## src/rtl/uart_pkg.sv

```systemverilog
// Shared UART definitions: FSM state encoding and default bit period,
// used by both the transmit and receive sides.
package uart_pkg;

  typedef enum logic [1:0] {
    ST_IDLE  = 2'd0,
    ST_START = 2'd1,
    ST_DATA  = 2'd2,
    ST_STOP  = 2'd3
  } uart_state_e;

  localparam int unsigned CLKS_PER_BIT_DEF = 868;

endpackage

```

## src/rtl/uart_tx.sv

```systemverilog
// 8N1 UART transmitter with a one-entry holding register so that a second
// byte can be queued while a frame is on the line (back-to-back frames).
module uart_tx
  import uart_pkg::*;
#(
  parameter int unsigned CLKS_PER_BIT = CLKS_PER_BIT_DEF
) (
  input  logic       clock,
  input  logic       rst_n,
  input  logic [7:0] i_data_byte,
  input  logic       i_data_valid,
  output logic       o_ready,
  output logic       o_tx,
  output logic       o_busy,
  output logic       o_done
);

  localparam logic [15:0] CNT_LAST = 16'(CLKS_PER_BIT - 1);

  uart_state_e state_q;
  logic [15:0] cnt_q;
  logic [2:0]  bit_idx_q;
  logic [7:0]  shift_q;
  logic [7:0]  hold_q;
  logic        hold_full_q;
  logic        tx_q;
  logic        busy_q;
  logic        done_q;

  logic        accept;
  logic        bit_end;

  // Ready depends on registered state only, never on i_data_valid.
  assign o_ready = ~hold_full_q;
  assign accept  = i_data_valid & ~hold_full_q;
  assign bit_end = (cnt_q == CNT_LAST);

  assign o_tx   = tx_q;
  assign o_busy = busy_q;
  assign o_done = done_q;

  // Line outputs are registered from the current state, so the serial
  // waveform trails the state register by one cycle throughout.
  always_ff @(posedge clock) begin
    if (!rst_n) begin
      state_q     <= ST_IDLE;
      cnt_q       <= 16'd0;
      bit_idx_q   <= 3'd0;
      shift_q     <= 8'd0;
      hold_q      <= 8'd0;
      hold_full_q <= 1'b0;
      tx_q        <= 1'b1;
      busy_q      <= 1'b0;
      done_q      <= 1'b0;
    end else begin
      done_q <= 1'b0;

      if (accept) begin
        hold_q      <= i_data_byte;
        hold_full_q <= 1'b1;
      end

      case (state_q)
        ST_IDLE: begin
          tx_q      <= 1'b1;
          busy_q    <= 1'b0;
          cnt_q     <= 16'd0;
          bit_idx_q <= 3'd0;
          if (hold_full_q) begin
            shift_q     <= hold_q;
            hold_full_q <= 1'b0;
            state_q     <= ST_START;
          end
        end

        ST_START: begin
          tx_q   <= 1'b0;
          busy_q <= 1'b1;
          if (bit_end) begin
            cnt_q     <= 16'd0;
            bit_idx_q <= 3'd0;
            state_q   <= ST_DATA;
          end else begin
            cnt_q <= cnt_q + 16'd1;
          end
        end

        ST_DATA: begin
          tx_q   <= shift_q[bit_idx_q];
          busy_q <= 1'b1;
          if (bit_end) begin
            cnt_q <= 16'd0;
            if (bit_idx_q == 3'd7) begin
              state_q <= ST_STOP;
            end else begin
              bit_idx_q <= bit_idx_q + 3'd1;
            end
          end else begin
            cnt_q <= cnt_q + 16'd1;
          end
        end

        ST_STOP: begin
          tx_q   <= 1'b1;
          busy_q <= 1'b1;
          if (bit_end) begin
            cnt_q     <= 16'd0;
            bit_idx_q <= 3'd0;
            done_q    <= 1'b1;
            // A queued byte goes straight into its start bit with no idle gap.
            if (hold_full_q) begin
              shift_q     <= hold_q;
              hold_full_q <= 1'b0;
              state_q     <= ST_START;
            end else begin
              state_q <= ST_IDLE;
            end
          end else begin
            cnt_q <= cnt_q + 16'd1;
          end
        end

        default: begin
          state_q   <= ST_IDLE;
          tx_q      <= 1'b1;
          busy_q    <= 1'b0;
          cnt_q     <= 16'd0;
          bit_idx_q <= 3'd0;
        end
      endcase
    end
  end

endmodule

```

## config.mk

```make
export PLATFORM = sky130hd
export DESIGN_NAME = uart_tx
export DESIGN_NICKNAME = d
export VERILOG_FILES = /design/src/rtl/uart_pkg.sv /design/src/rtl/uart_tx.sv
export SDC_FILE = /design/constraint.sdc
export NUM_CORES = 1
export LEC_CHECK = 0
export CAP_MARGIN = 20
export CORE_ASPECT_RATIO = 2
export CORE_MARGIN = 8
export CORE_UTILIZATION = 55
export CTS_CLUSTER_SIZE = 40
export DETAILED_ROUTE_END_ITERATION = 8
export GPL_ROUTABILITY_DRIVEN = 1
export PLACE_DENSITY = 0.86
export RECOVER_POWER = 100
export SYNTH_ARGS = -nofsm -noshare
export SYNTH_HDL_FRONTEND = slang
export SYNTH_SLANG_ARGS = --single-unit
```

## constraint.sdc

```tcl
create_clock -name clock -period 2.76 [get_ports clock]
set_input_delay 0.552 -clock clock [delete_from_list [all_inputs] [get_ports clock]]
set_output_delay 0.552 -clock clock [all_outputs]
set_load 0.01 [all_outputs]
```

==> impl_results.md, run 1 <==
- Hold depth: 1
- CTS buffer count: 5
- Worst path top cell family by delay: buffers and inverters
- Sw frac: 33.4%
- Fin cells: 306
- Clk slew on worst S/H paths: 0.08 ns
- RSZ-0062 raised after global routing: no
- Synthesis-to-finish area growth: 11.6%
- Avg Cell Area, Syn: 8.76 um^2
- Mapped Cells: 242
- R2R cell count: 4
- WL per Instance: 15.5 um
- Synth Flop Type: dfxtp_1
- Longest Clk Path Bufs: 2
- Total negative slack: 0 ns
- Synthesized flop and latch total: 41
- Global-route usage over all layers: 15.9%
- Layout cells sized above 1: 7.84%
- Fin crit share: 87.3%
- Reg2reg end: cnt_q[6]$_SDFF_PP0_
- Area share of fa/ha/maj cells after synthesis: 4.13%
- Final #Nets: 272
- Area leader, netlist: dfxtp_1
- Initial antenna violation count: 0
- CTS tree: done
- Slowest-stage cell, CP: dlygate4sd3_1
- Clk_skew: 0.00520 ns
- Final ANT Viol Nets: 0
- Seq pwr share: 41.8%
- Initial Utilization: 56.3%
- Sink Count: 41
- CTS H-tree depth: 2
- Worst Setup Path Type: register to primary output
- # setup viols final: 0
- Clock share of power: 30.6%
- Worst Setup SP: hold_full_q$_SDFF_PN0_
- PortBufs: 14
- First-pass GRT wire length: 7980 um
- Static Leak: 0.767 nW
- Area of the multi-input gates: 0.00116 mm^2
- Drt drc: 0
- Compound-cell area share of the yosys netlist: 10.1%
- Critical path peak fanout: 22
- Ys Warns: 0
- Synth area leaders: dfxtp_1, nor2_1, xnor2_1
- Post-cts resize count: 0
- First DRT Iteration DRCs: 75
- Synth Area in Simple Gates: 29.8%
- Status: complete, no violations
- Sink of the worst hold path: cnt_q[0]$_SDFF_PP0_
- Final hold vios: 0
- Sequential cell area: 821 um^2
- Avg Vias per Cell: 6.12
- Psw: 558 uW
- Diode count: 0
- Hold_sp: cnt_q[0]$_SDFF_PP0_
- Fillcell total: 328
- XOR/XNOR share of the synthesized area: 5.37%
- Post-synth EDFFs: 0
- Worst-Margin Slew: 0.776 ns
- Sequential-to-total area share from yosys stat: 38.7%
- Most frequent cells in the layout: dfxtp_1, nor2_1, nand2_1
- Die ar.: 0.00622 mm^2
- CP Capture Type: primary output
- Cell Int Power: 1.11 mW
- Die Ht: 104 um
- CTS Hold Bufs: 0
- Fmax: 415 MHz
- Largest family of logic cells by synthesized area: simple AND/OR/NAND/NOR gates
- Worst Path Arrival: 1.86 ns
- Largest net degree at the start of global routing: 34
- WHS: 0.482 ns
- Period minus WS final: 2.41 ns
- Most common cell after layout, fill and taps aside: dfxtp_1
- Core area: 0.00376 mm^2
- WL final: 4740 um
- Post-Syn Area: 0.00212 mm^2
- Flop2flop setup slack: 0.43 ns
- CP Cell Sequence: buf_4 -> clkinv_1 -> dlygate4sd3_1
- Clk Latency, worst-skew pair: 0.30 ns
- Worst hold path class: register to register
- Vias in the first global route: 1731
- P per Cell Area: 704 mW/mm^2
- Final GP Congestion: 0.925
- CP Data Required Time: 2.21 ns
- Max-slew violations: 0
- Post-synth cell types: 46
- Clock root buffer: clkbuf_8
- Row cnt: 32
- CP Launch Type: register
- I/O pins: 15
- Reg-to-Reg Start: cnt_q[6]$_SDFF_PP0_
- Post CTS Setup Buffer Count: 0
- Post-placement cell area: 0.00229 mm^2
- Multiplexer share of the synthesized area: 6.96%
- Total iterations of the first detailed-routing run: 4
- Final HPWL DP: 3300 um
- Vias: 1872
- Async SR Flop Fraction: 0%
- CP peak stage delay: 0.71 ns
- Max-cap viol count: 0
- Post-Place Cells: 298
- Crit path buf inv count: 3
- Fin area: 0.00237 mm^2
- Slew HR: 48.3%
- Peak supply drop: 0.000559 V
- Grt ovf: 0
- Combinational group share of total power: 27.6%
- Die Wd: 59.9 um
- Syn nets: 260
- Yosys top cell area share: 38.7%
==> logic make-up (layout without fill, tap and decap cells) <==
group,after synthesis,after routing
AO/OA/AOI/OAI,30,30
XOR/XNOR,13,13
adder cells (fa/ha/maj),7,7
buffers and inverters,23,36
flip-flops,41,41
multiplexers,12,12
AND/OR/NAND/NOR,116,116
==> per-layer routing <==
| metal | global-route usage (%) | part of all wire, % | vias to the layer above |
|---|---|---|---|
| met5 | 0 | 0 | - |
| met3 | 2.97 | 4.7 | 12 |
| met1 | 19.9 | 46 | 891 |
| met4 | 8.43 | 2.9 | 0 |
| li1 | - | - | 908 |
| met2 | 24.4 | 46 | 61 |
==> worst register-to-register path: stages, from the launching register on <==
cell and delay (ns):
dfxtp_1 0.44, or4b_1 0.50, or4_1 0.69, nand2_1 0.45, nor2_1 0.11
==> metrics by stage <==
stage,utilization [%],setup WS [ns],power [mW]
CTS,64.1,0.515,1.69
global route,62.9,0.281,1.76
floorplan,-,0.738,1.05
global placement,60.9,0.727,1.16
finish,62.9,0.350,1.67
detailed placement,60.9,0.689,1.18
==> final cells by class <==
class	count	share of cell area [%]
Multi-Input combinational cell	178	48.9
Clock inverter	2	1.59
Tap cell	51	2.70
Sequential cell	41	34.7
Inverter	9	1.43
Timing Repair Buffer	19	7.19
Clock buffer	6	3.49
==> worst max path at each step <==
| stage | depth (start not counted) | to | slack (ns) |
|---|---|---|---|
| floorplan | 6 | shift_q[6]$_SDFFE_PN0P_ | 0.74 |
| global placement | 6 | shift_q[3]$_SDFFE_PN0P_ | 0.73 |
| detailed placement | 6 | shift_q[0]$_SDFFE_PN0P_ | 0.69 |
| CTS | 3 | o_ready | 0.51 |
| global route | 4 | cnt_q[6]$_SDFF_PP0_ | 0.28 |
| finish | 3 | o_ready | 0.35 |
==> power by group through the flow <==
stage	combinational [mW]	sequential [mW]	clock [mW]
final	0.461	0.697	0.510
after floorplan	0.348	0.707	0
after detailed placement	0.472	0.711	0
after global placement	0.454	0.706	0
after global routing	0.506	0.705	0.546
after CTS	0.478	0.697	0.515
==> synth_stat cells (3+ instances only) <==
cell       n
or3_1      3
nor3_1    16
o211ai_1   8
inv_1      7
mux2i_1    8
o21ai_0    3
dfxtp_1   41
xnor2_1   11
nor2_1    27
nand3_1   15
nand2_1   19
nor2b_1    3
ha_1       7
nor4_1     5
a31oi_1    9
clkbuf_1   9
nand4_1   13
==> registers in the layout (all words and copies together), names as in the netlist <==
name and cells:
o_busy 1, o_tx 1, bit_idx_q 3, state_q 2, hold_q 8, shift_q 8
cnt_q 16, hold_full_q 1, o_done 1
Note: power is estimated with default switching activity, not from simulation.
==> run 2, diff against run 1 <==
--- a/config.mk
+++ b/config.mk
@@ -5,7 +5,7 @@
 export SDC_FILE = /design/constraint.sdc
 export NUM_CORES = 1
 export LEC_CHECK = 0
-export CAP_MARGIN = 20
+export CAP_MARGIN = 25
 export CORE_ASPECT_RATIO = 2
 export CORE_MARGIN = 8
 export CORE_UTILIZATION = 55
==> results of run 2 <==
No change in the layout: final DEF, timing and power equal those of run 1.
==> run 3, diff against run 2 <==
--- a/config.mk
+++ b/config.mk
@@ -14,6 +14,7 @@
 export GPL_ROUTABILITY_DRIVEN = 1
 export PLACE_DENSITY = 0.86
 export RECOVER_POWER = 100
+export SETUP_SLACK_MARGIN = 0.3
 export SYNTH_ARGS = -nofsm -noshare
 export SYNTH_HDL_FRONTEND = slang
 export SYNTH_SLANG_ARGS = --single-unit
==> results of run 3 <==
No change in the layout: final DEF, timing and power equal those of run 1.
